--- config.mk ---
export PLATFORM = sky130hd
export DESIGN_NAME = dcache_dm_flat
export DESIGN_NICKNAME = d
export VERILOG_FILES = /design/src/rtl/dcache_pkg.sv /design/src/rtl/dcache_dm_if.sv /design/src/rtl/dcache_store_array.sv /design/src/rtl/dcache_dm.sv /design/src/flat_wrapper.sv
export SDC_FILE = /design/constraint.sdc
export NUM_CORES = 2
export LEC_CHECK = 0
export ABC_AREA = 1
export BUFFER_PORTS_ARGS = -buffer_cell sky130_fd_sc_hd__buf_4
export CAP_MARGIN = 10
export CORE_ASPECT_RATIO = 2
export CORE_MARGIN = 1.5
export CORE_UTILIZATION = 30
export DETAILED_ROUTE_END_ITERATION = 16
export HOLD_SLACK_MARGIN = 0.03
export PLACE_DENSITY = 0.42
export SLEW_MARGIN = 0
export SYNTH_ARGS = -nofsm -noshare
export SYNTH_HDL_FRONTEND = slang
export SYNTH_SLANG_ARGS = --single-unit
export TNS_END_PERCENT = 30
--- constraint.sdc ---
create_clock -name clk -period 6.45 [get_ports clk]
set_input_delay 0.645 -clock clk [delete_from_list [all_inputs] [get_ports clk]]
set_output_delay 0.645 -clock clk [all_outputs]
set_load 0.1 [all_outputs]
--- src/rtl/dcache_pkg.sv ---
// Shared types, default geometry and the byte-merge helper for the direct-mapped data cache.
package dcache_pkg;

  typedef enum logic [1:0] {IDLE, REFILL, WRITE, RESPOND} dcache_state_t;

  localparam int SETS_DEF   = 16;
  localparam int WORDS_DEF  = 4;
  localparam int ADDR_W_DEF = 32;
  localparam int OFF_W      = $clog2(WORDS_DEF) + 2;
  localparam int IDX_W      = $clog2(SETS_DEF);
  localparam int TAG_W      = ADDR_W_DEF - OFF_W - IDX_W;

  function automatic logic [31:0] merge_bytes(input logic [31:0] old,
                                              input logic [31:0] wd,
                                              input logic [3:0]  be);
    logic [31:0] res;
    res = old;
    for (int i = 0; i < 4; i++) begin
      if (be[i]) res[8*i +: 8] = wd[8*i +: 8];
    end
    return res;
  endfunction

endpackage

--- src/rtl/dcache_dm_if.sv ---
// CPU-side request port and backing-memory port of the data cache, bundled as one interface.
interface dcache_dm_if #(parameter int ADDR_W = 32);
  logic              Req;
  logic              WE;
  logic [ADDR_W-1:0] Addr;
  logic [31:0]       WD;
  logic [3:0]        ByteEn;
  logic              Stall;
  logic [31:0]       RDWord;
  logic              MemReq;
  logic              MemWE;
  logic [ADDR_W-1:0] MemAddr;
  logic [31:0]       MemWD;
  logic [3:0]        MemBE;
  logic              MemAck;
  logic [31:0]       MemRD;

  modport slave (
    input  Req, WE, Addr, WD, ByteEn, MemAck, MemRD,
    output Stall, RDWord, MemReq, MemWE, MemAddr, MemWD, MemBE
  );

  modport master (
    output Req, WE, Addr, WD, ByteEn, MemAck, MemRD,
    input  Stall, RDWord, MemReq, MemWE, MemAddr, MemWD, MemBE
  );
endinterface

--- src/rtl/dcache_store_array.sv ---
// Valid/tag/data flop arrays: combinational read of one line, clocked fill, tag and byte-merge writes.
module dcache_store_array
  import dcache_pkg::*;
#(
  parameter int SETS  = SETS_DEF,
  parameter int WORDS = WORDS_DEF,
  parameter int TAG_B = TAG_W
) (
  input  logic                     clk,
  input  logic                     rst_n,
  input  logic [$clog2(SETS)-1:0]  idx,
  input  logic [$clog2(WORDS)-1:0] rd_word,
  input  logic [$clog2(WORDS)-1:0] wr_word,
  input  logic                     inv_en,
  input  logic                     fill_en,
  input  logic                     tag_en,
  input  logic                     merge_en,
  input  logic [TAG_B-1:0]         tag_in,
  input  logic [31:0]              wdata,
  input  logic [3:0]               be,
  output logic                     rd_valid,
  output logic [TAG_B-1:0]         rd_tag,
  output logic [31:0]              rd_data
);
  localparam int IDX_B = $clog2(SETS);

  logic              valid_reg [SETS];
  logic [TAG_B-1:0]  tag_mem   [SETS];
  logic [31:0]       data_mem  [SETS][WORDS];

  // Only the valid bits are reset; tag/data contents are meaningless until a line is valid.
  for (genvar gi = 0; gi < SETS; gi++) begin : g_valid
    always_ff @(posedge clk or negedge rst_n) begin
      if (!rst_n) begin
        valid_reg[gi] <= 1'b0;
      end else if (idx == IDX_B'(gi)) begin
        if (inv_en)      valid_reg[gi] <= 1'b0;
        else if (tag_en) valid_reg[gi] <= 1'b1;
      end
    end
  end

  always_ff @(posedge clk) begin
    if (tag_en) tag_mem[idx] <= tag_in;
    if (fill_en)       data_mem[idx][wr_word] <= wdata;
    else if (merge_en) data_mem[idx][wr_word] <= merge_bytes(data_mem[idx][wr_word], wdata, be);
  end

  assign rd_valid = valid_reg[idx];
  assign rd_tag   = tag_mem[idx];
  assign rd_data  = data_mem[idx][rd_word];

endmodule

--- src/rtl/dcache_dm.sv ---
// Direct-mapped, write-through, no-write-allocate data cache with a request/ack backing-memory port.
module dcache_dm
  import dcache_pkg::*;
#(
  parameter int SETS   = SETS_DEF,
  parameter int WORDS  = WORDS_DEF,
  parameter int ADDR_W = ADDR_W_DEF
) (
  input  logic       clk,
  input  logic       rst_n,
  dcache_dm_if.slave bus
);
  localparam int WRD_B = $clog2(WORDS);
  localparam int IDX_B = $clog2(SETS);
  localparam int OFF_B = WRD_B + 2;
  localparam int TAG_B = ADDR_W - OFF_B - IDX_B;
  localparam logic [WRD_B-1:0] LAST_BEAT = WRD_B'(WORDS - 1);

  dcache_state_t     state_reg, state_next;
  logic [ADDR_W-1:2] addr_reg;
  logic [31:0]       wd_reg;
  logic [3:0]        be_reg;
  logic [WRD_B-1:0]  beat_reg, beat_next;

  logic              latch_en, inv_en, fill_en, tag_en, merge_en, stall;
  logic [31:0]       rdword;
  logic [IDX_B-1:0]  arr_idx;
  logic [WRD_B-1:0]  rd_word, wr_word;
  logic              rd_valid, hit;
  logic [TAG_B-1:0]  rd_tag;
  logic [31:0]       rd_data, arr_wdata;

  // IDLE looks up the live CPU address; every other state works on the latched one.
  assign arr_idx   = (state_reg == IDLE) ? bus.Addr[OFF_B+IDX_B-1:OFF_B] : addr_reg[OFF_B+IDX_B-1:OFF_B];
  assign rd_word   = (state_reg == IDLE) ? bus.Addr[OFF_B-1:2] : addr_reg[OFF_B-1:2];
  assign wr_word   = (state_reg == REFILL) ? beat_reg : bus.Addr[OFF_B-1:2];
  assign arr_wdata = (state_reg == REFILL) ? bus.MemRD : bus.WD;
  assign hit       = rd_valid && (rd_tag == bus.Addr[ADDR_W-1:OFF_B+IDX_B]);

  dcache_store_array #(.SETS(SETS), .WORDS(WORDS), .TAG_B(TAG_B)) u_array (
    .clk      (clk),
    .rst_n    (rst_n),
    .idx      (arr_idx),
    .rd_word  (rd_word),
    .wr_word  (wr_word),
    .inv_en   (inv_en),
    .fill_en  (fill_en),
    .tag_en   (tag_en),
    .merge_en (merge_en),
    .tag_in   (addr_reg[ADDR_W-1:OFF_B+IDX_B]),
    .wdata    (arr_wdata),
    .be       (bus.ByteEn),
    .rd_valid (rd_valid),
    .rd_tag   (rd_tag),
    .rd_data  (rd_data)
  );

  always_ff @(posedge clk or negedge rst_n) begin
    if (!rst_n) begin
      state_reg <= IDLE;
      beat_reg  <= '0;
      addr_reg  <= '0;
      wd_reg    <= '0;
      be_reg    <= '0;
    end else begin
      state_reg <= state_next;
      beat_reg  <= beat_next;
      if (latch_en) begin
        addr_reg <= bus.Addr[ADDR_W-1:2];
        wd_reg   <= bus.WD;
        be_reg   <= bus.ByteEn;
      end
    end
  end

  always_comb begin
    state_next = state_reg;
    beat_next  = beat_reg;
    latch_en   = 1'b0;
    inv_en     = 1'b0;
    fill_en    = 1'b0;
    tag_en     = 1'b0;
    merge_en   = 1'b0;
    stall      = 1'b0;
    rdword     = '0;
    case (state_reg)
      IDLE: begin
        if (bus.Req) begin
          if (bus.WE) begin
            stall      = 1'b1;
            latch_en   = 1'b1;
            merge_en   = hit;
            state_next = WRITE;
          end else if (!hit) begin
            // Drop the line now so an interrupted refill can never leave it marked valid.
            stall      = 1'b1;
            latch_en   = 1'b1;
            inv_en     = 1'b1;
            beat_next  = '0;
            state_next = REFILL;
          end else begin
            rdword = rd_data;
          end
        end
      end
      REFILL: begin
        stall = 1'b1;
        if (bus.MemAck) begin
          fill_en   = 1'b1;
          beat_next = beat_reg + WRD_B'(1);
          if (beat_reg == LAST_BEAT) begin
            tag_en     = 1'b1;
            state_next = RESPOND;
          end
        end
      end
      WRITE: begin
        stall = 1'b1;
        if (bus.MemAck) state_next = RESPOND;
      end
      RESPOND: begin
        if (bus.Req && !bus.WE) rdword = rd_data;
        state_next = IDLE;
      end
      default: state_next = IDLE;
    endcase
  end

  // Memory-side outputs depend on state and latched values only, never on MemAck.
  always_comb begin
    bus.MemReq  = 1'b0;
    bus.MemWE   = 1'b0;
    bus.MemAddr = '0;
    bus.MemWD   = '0;
    bus.MemBE   = '0;
    case (state_reg)
      REFILL: begin
        bus.MemReq  = 1'b1;
        bus.MemBE   = 4'hF;
        bus.MemAddr = {addr_reg[ADDR_W-1:OFF_B], beat_reg, 2'b00};
      end
      WRITE: begin
        bus.MemReq  = 1'b1;
        bus.MemWE   = 1'b1;
        bus.MemAddr = {addr_reg, 2'b00};
        bus.MemWD   = wd_reg;
        bus.MemBE   = be_reg;
      end
      default: ;
    endcase
  end

  assign bus.Stall  = stall & rst_n;
  assign bus.RDWord = rdword;

endmodule

--- src/flat_wrapper.sv ---
// flat-port wrapper written by rule: the top's interface ports become plain ports
module dcache_dm_flat import dcache_pkg::*;
#(
  parameter int SETS   = SETS_DEF,
  parameter int WORDS  = WORDS_DEF,
  parameter int ADDR_W = ADDR_W_DEF
)
  (clk, rst_n, bus_Req, bus_WE, bus_Addr, bus_WD, bus_ByteEn, bus_MemAck, bus_MemRD, bus_Stall, bus_RDWord, bus_MemReq, bus_MemWE, bus_MemAddr, bus_MemWD, bus_MemBE);
  dcache_dm_if #(.ADDR_W(ADDR_W)) bus_i ();
  input  logic clk;
  input  logic rst_n;
  input wire logic [$bits(bus_i.Req)-1:0] bus_Req;
  input wire logic [$bits(bus_i.WE)-1:0] bus_WE;
  input wire logic [$bits(bus_i.Addr)-1:0] bus_Addr;
  input wire logic [$bits(bus_i.WD)-1:0] bus_WD;
  input wire logic [$bits(bus_i.ByteEn)-1:0] bus_ByteEn;
  input wire logic [$bits(bus_i.MemAck)-1:0] bus_MemAck;
  input wire logic [$bits(bus_i.MemRD)-1:0] bus_MemRD;
  output wire logic [$bits(bus_i.Stall)-1:0] bus_Stall;
  output wire logic [$bits(bus_i.RDWord)-1:0] bus_RDWord;
  output wire logic [$bits(bus_i.MemReq)-1:0] bus_MemReq;
  output wire logic [$bits(bus_i.MemWE)-1:0] bus_MemWE;
  output wire logic [$bits(bus_i.MemAddr)-1:0] bus_MemAddr;
  output wire logic [$bits(bus_i.MemWD)-1:0] bus_MemWD;
  output wire logic [$bits(bus_i.MemBE)-1:0] bus_MemBE;
  assign bus_i.Req = bus_Req;
  assign bus_i.WE = bus_WE;
  assign bus_i.Addr = bus_Addr;
  assign bus_i.WD = bus_WD;
  assign bus_i.ByteEn = bus_ByteEn;
  assign bus_i.MemAck = bus_MemAck;
  assign bus_i.MemRD = bus_MemRD;
  assign bus_Stall = bus_i.Stall;
  assign bus_RDWord = bus_i.RDWord;
  assign bus_MemReq = bus_i.MemReq;
  assign bus_MemWE = bus_i.MemWE;
  assign bus_MemAddr = bus_i.MemAddr;
  assign bus_MemWD = bus_i.MemWD;
  assign bus_MemBE = bus_i.MemBE;
  dcache_dm #(.SETS(SETS), .WORDS(WORDS), .ADDR_W(ADDR_W)) u_core (.clk(clk), .rst_n(rst_n), .bus(bus_i));
endmodule
==> impl_metrics.json <==
{
  "run_status": "finished clean",
  "period_share": 0.980,
  "r2r.worst_path.cells": 21,
  "synth.cells.most_frequent": "edfxtp_1, nand2_1, a22oi_1",
  "detailedPlacementHpwl_um": 258000,
  "drtAntennaViolNets": 0,
  "critical_path.max_fanout": 38,
  "syn-cell-area_um2": 102000,
  "worst_skew_pair.late_latency_ns": 0.96,
  "prevailing_post_synth_register_cell": "edfxtp_1",
  "drtPass1Iterations": 6,
  "vias_in_the_first_global_route": 68100,
  "die_h_um": 826,
  "crit_start": "u_core.state_reg[0]",
  "report.final.slew_viol_count": 0,
  "cts-buffers-inserted": 237,
  "num_vias": 68000,
  "post_drt_via_cell_ratio": 5.13,
  "asyncSetResetFlopFracSynth": 0.0342,
  "initial_utilization": 0.301,
  "cts_root_buffer": "clkbuf_16",
  "main_combinational_cell_family_by_area_after_synthesis": "simple AND/OR/NAND/NOR gates",
  "total_leakage_power_uw": 0.0447,
  "h-tree-depth": 4,
  "synth_cells": 8051,
  "gp_congestion": 0.964,
  "critPathCapture": "bus_RDWord[5]",
  "drv.max_cap_violation_count": 0,
  "ioPinCount": 208,
  "synth.yosys.seq_area_share": 0.740,
  "cts_tree": "built",
  "synth_top_cell_area_share": 0.719,
  "fp.dieArea_um2": 342000,
  "port_buffers": 203,
  "kind_of_launch_point_of_the_worst_setup_path": "flip-flop",
  "layout.cells.non_filler": 13300,
  "synth.largest_area_cell": "edfxtp_1",
  "clk_pin_slew_ns": 0.07,
  "synth_area_in_adders": 0.000862,
  "synth_area_per_cell_um2": 12.6,
  "synth_enable_flop_cells": 2432,
  "finalWorstPathRequiredPeriod_ns": 6.32,
  "synthXorXnorAreaFrac": 0,
  "placed_cell_area_um2": 113000,
  "r2r-end": "u_core.u_array.data_mem[9][116]",
  "timing.setup.critical_path_class": "flip-flop to output pin",
  "ff_latch_area_um2": 75200,
  "multi_input_comb_area_um2": 23300,
  "irDropWorstVdd_mv": 0.379,
  "yosysUniqueCellTypes": 36,
  "finalNetCount": 8776,
  "rsz0062_at_grt": "false",
  "routedWlPerCell_um": 30.0,
  "die_w_um": 414,
  "worst-endpoint-arrival_ns": 5.68,
  "r2r_setup_slack_ns": 0.94,
  "reg_to_reg_start": "u_core.state_reg[0]",
  "fin_ws_ns": 0.129,
  "post-route-cell-area_um2": 122000,
  "synth-seq-cells": 2518,
  "cts.path.max_buffers": 4,
  "worstSetupEndpointType": "output pin",
  "worst-endpoint-required_ns": 5.80,
  "wirelength_um": 399000,
  "synth_compound_gate_area_share": 0.107,
  "setup_total_negative_slack_ns": 0,
  "cell_rows": 302,
  "floorplan.core_area_um2": 337000,
  "holdCritPathClass": "input port to flip-flop",
  "first_iter_violations": 6125,
  "flip_flop_count_of_the_largest_register_all_copies_and_words_added": 2048,
  "area_growth_syn_to_layout_pct": 19.7,
  "grt_first_pass_wirelength_um": 547000,
  "grt_start_max_net_pins": 129,
  "post-place-cells": 12800,
  "skew_ns": 0.0987,
  "remaining_drc_errors": 0,
  "max_slew.worst_pin.slew_ns": 1.25,
  "timing.final.setup_violations": 0,
  "placement.setup.worst_slack_ns": 0.424,
  "worst_hold_slack_ns": 0.196,
  "synthSimpleGateAreaFrac": 0.114,
  "power_density_nw_per_um2": 543,
  "timing.max_slew.rel_slack": 0.162,
  "timing.fmax_mhz": 158,
  "yosys_warnings": 0,
  "numClockSinks": 2518,
  "final_hold_viol_count": 0,
  "gr-total-overflow": 0,
  "grt_antenna_before_repair": 13,
  "layout_cells_sized_above_1": 0.153,
  "yosys-top-cells-area": "edfxtp_1, nand2_1, a22oi_1",
  "grt_util_all_layers": 0.227,
  "yosysMostFrequentCell": "edfxtp_1",
  "synth_mux_area_frac": 0,
  "fillers": 32900
}
-- how the worst min path moves through the flow --
stage | startpoint | to | slack, ns | cells past startpoint
finish | bus_WD[30] | u_core.wd_reg[30] | 0.20 | 3
global route | bus_WD[21] | u_core.wd_reg[21] | 0.19 | 3
CTS | bus_WD[30] | u_core.wd_reg[30] | 0.12 | 3
detailed placement | u_core.addr_reg[7] | u_core.addr_reg[7] | 0.47 | 2
global placement | u_core.addr_reg[5] | u_core.addr_reg[5] | 0.46 | 2
floorplan | rst_n | u_core.addr_reg[10] | 0.35 | 0
-- cells by family after synthesis --
family / Yosys count
AOI/OAI and AO/OA: 1634
other: 1
adders and majority gates: 7
and+or+nand+nor: 2923
DFF: 2518
buffers and inverters: 968
-- report_power, final --
part	internal [uW]	switching [uW]
Clock	7760	6300
Combinational	8150	23100
Sequential	20100	581
-- worst max-delay path, cell delays in order (launching register included) --
cell	delay, ns
dfrtp_1	0.47
inv_1	0.15
ha_4	0.25
inv_2	0.14
nand2_1	0.20
nand2_4	0.24
buf_16	0.25
nor2_4	0.15
buf_12	0.21
a22oi_1	0.22
a21oi_1	0.08
or2_2	0.33
nor2_1	0.83
o21ai_0	0.16
o21ai_0	0.58
nor2_1	0.12
buf_4	0.26
-- final cells by class --
type	instances	area share
flip-flops and latches	2518	0.618
diodes	6	0.000123
clock buffers	288	0.0506
repair buffers	831	0.0668
well taps	4408	0.0454
multi-input cells	4566	0.192
inverters	510	0.0158
clock inverters	143	0.0112
-- layer usage --
metal,vias up,global-route usage,wire (um)
met5,-,0,0
met4,0,0.121,24100
met3,639,0.0307,20900
met2,2266,0.413,207000
met1,35100,0.258,147000
li1,30000,-,-
-- placed cells by master, fill, tap and decap left out, types with 49 or more instances in the layout --
cell type         n
edfxtp_1       2432
clkinv_1         58
or2_2           111
o21ai_0         243
a21oi_1         242
inv_1           497
a22oi_1        1024
dlygate4sd3_1    62
dfrtp_1          86
nor2_1          319
nand2_1        2259
buf_4           630
o21ai_1          79
clkbuf_1         49
buf_12          134
nor2_4           91
clkbuf_16       239
-- metrics by stage --
stage,util,total power [uW]
4_1_cts,0.360,66100
5_1_grt,0.360,68300
2_1_floorplan,-,35300
3_3_place_gp,0.335,51800
3_5_place_dp,0.335,51800
6_report,0.360,66000
-- timing repair --
item                                    CTS  global route
pin swaps                                 4             2
setup buffers                            12             6
endpoints found under the hold margin   101             0
cloned                                    0             1
endpoints found under the setup margin   32            32
hold buffers                             62             0
gates resized for setup                  23            13
Note: power is estimated with default switching activity, not from simulation.
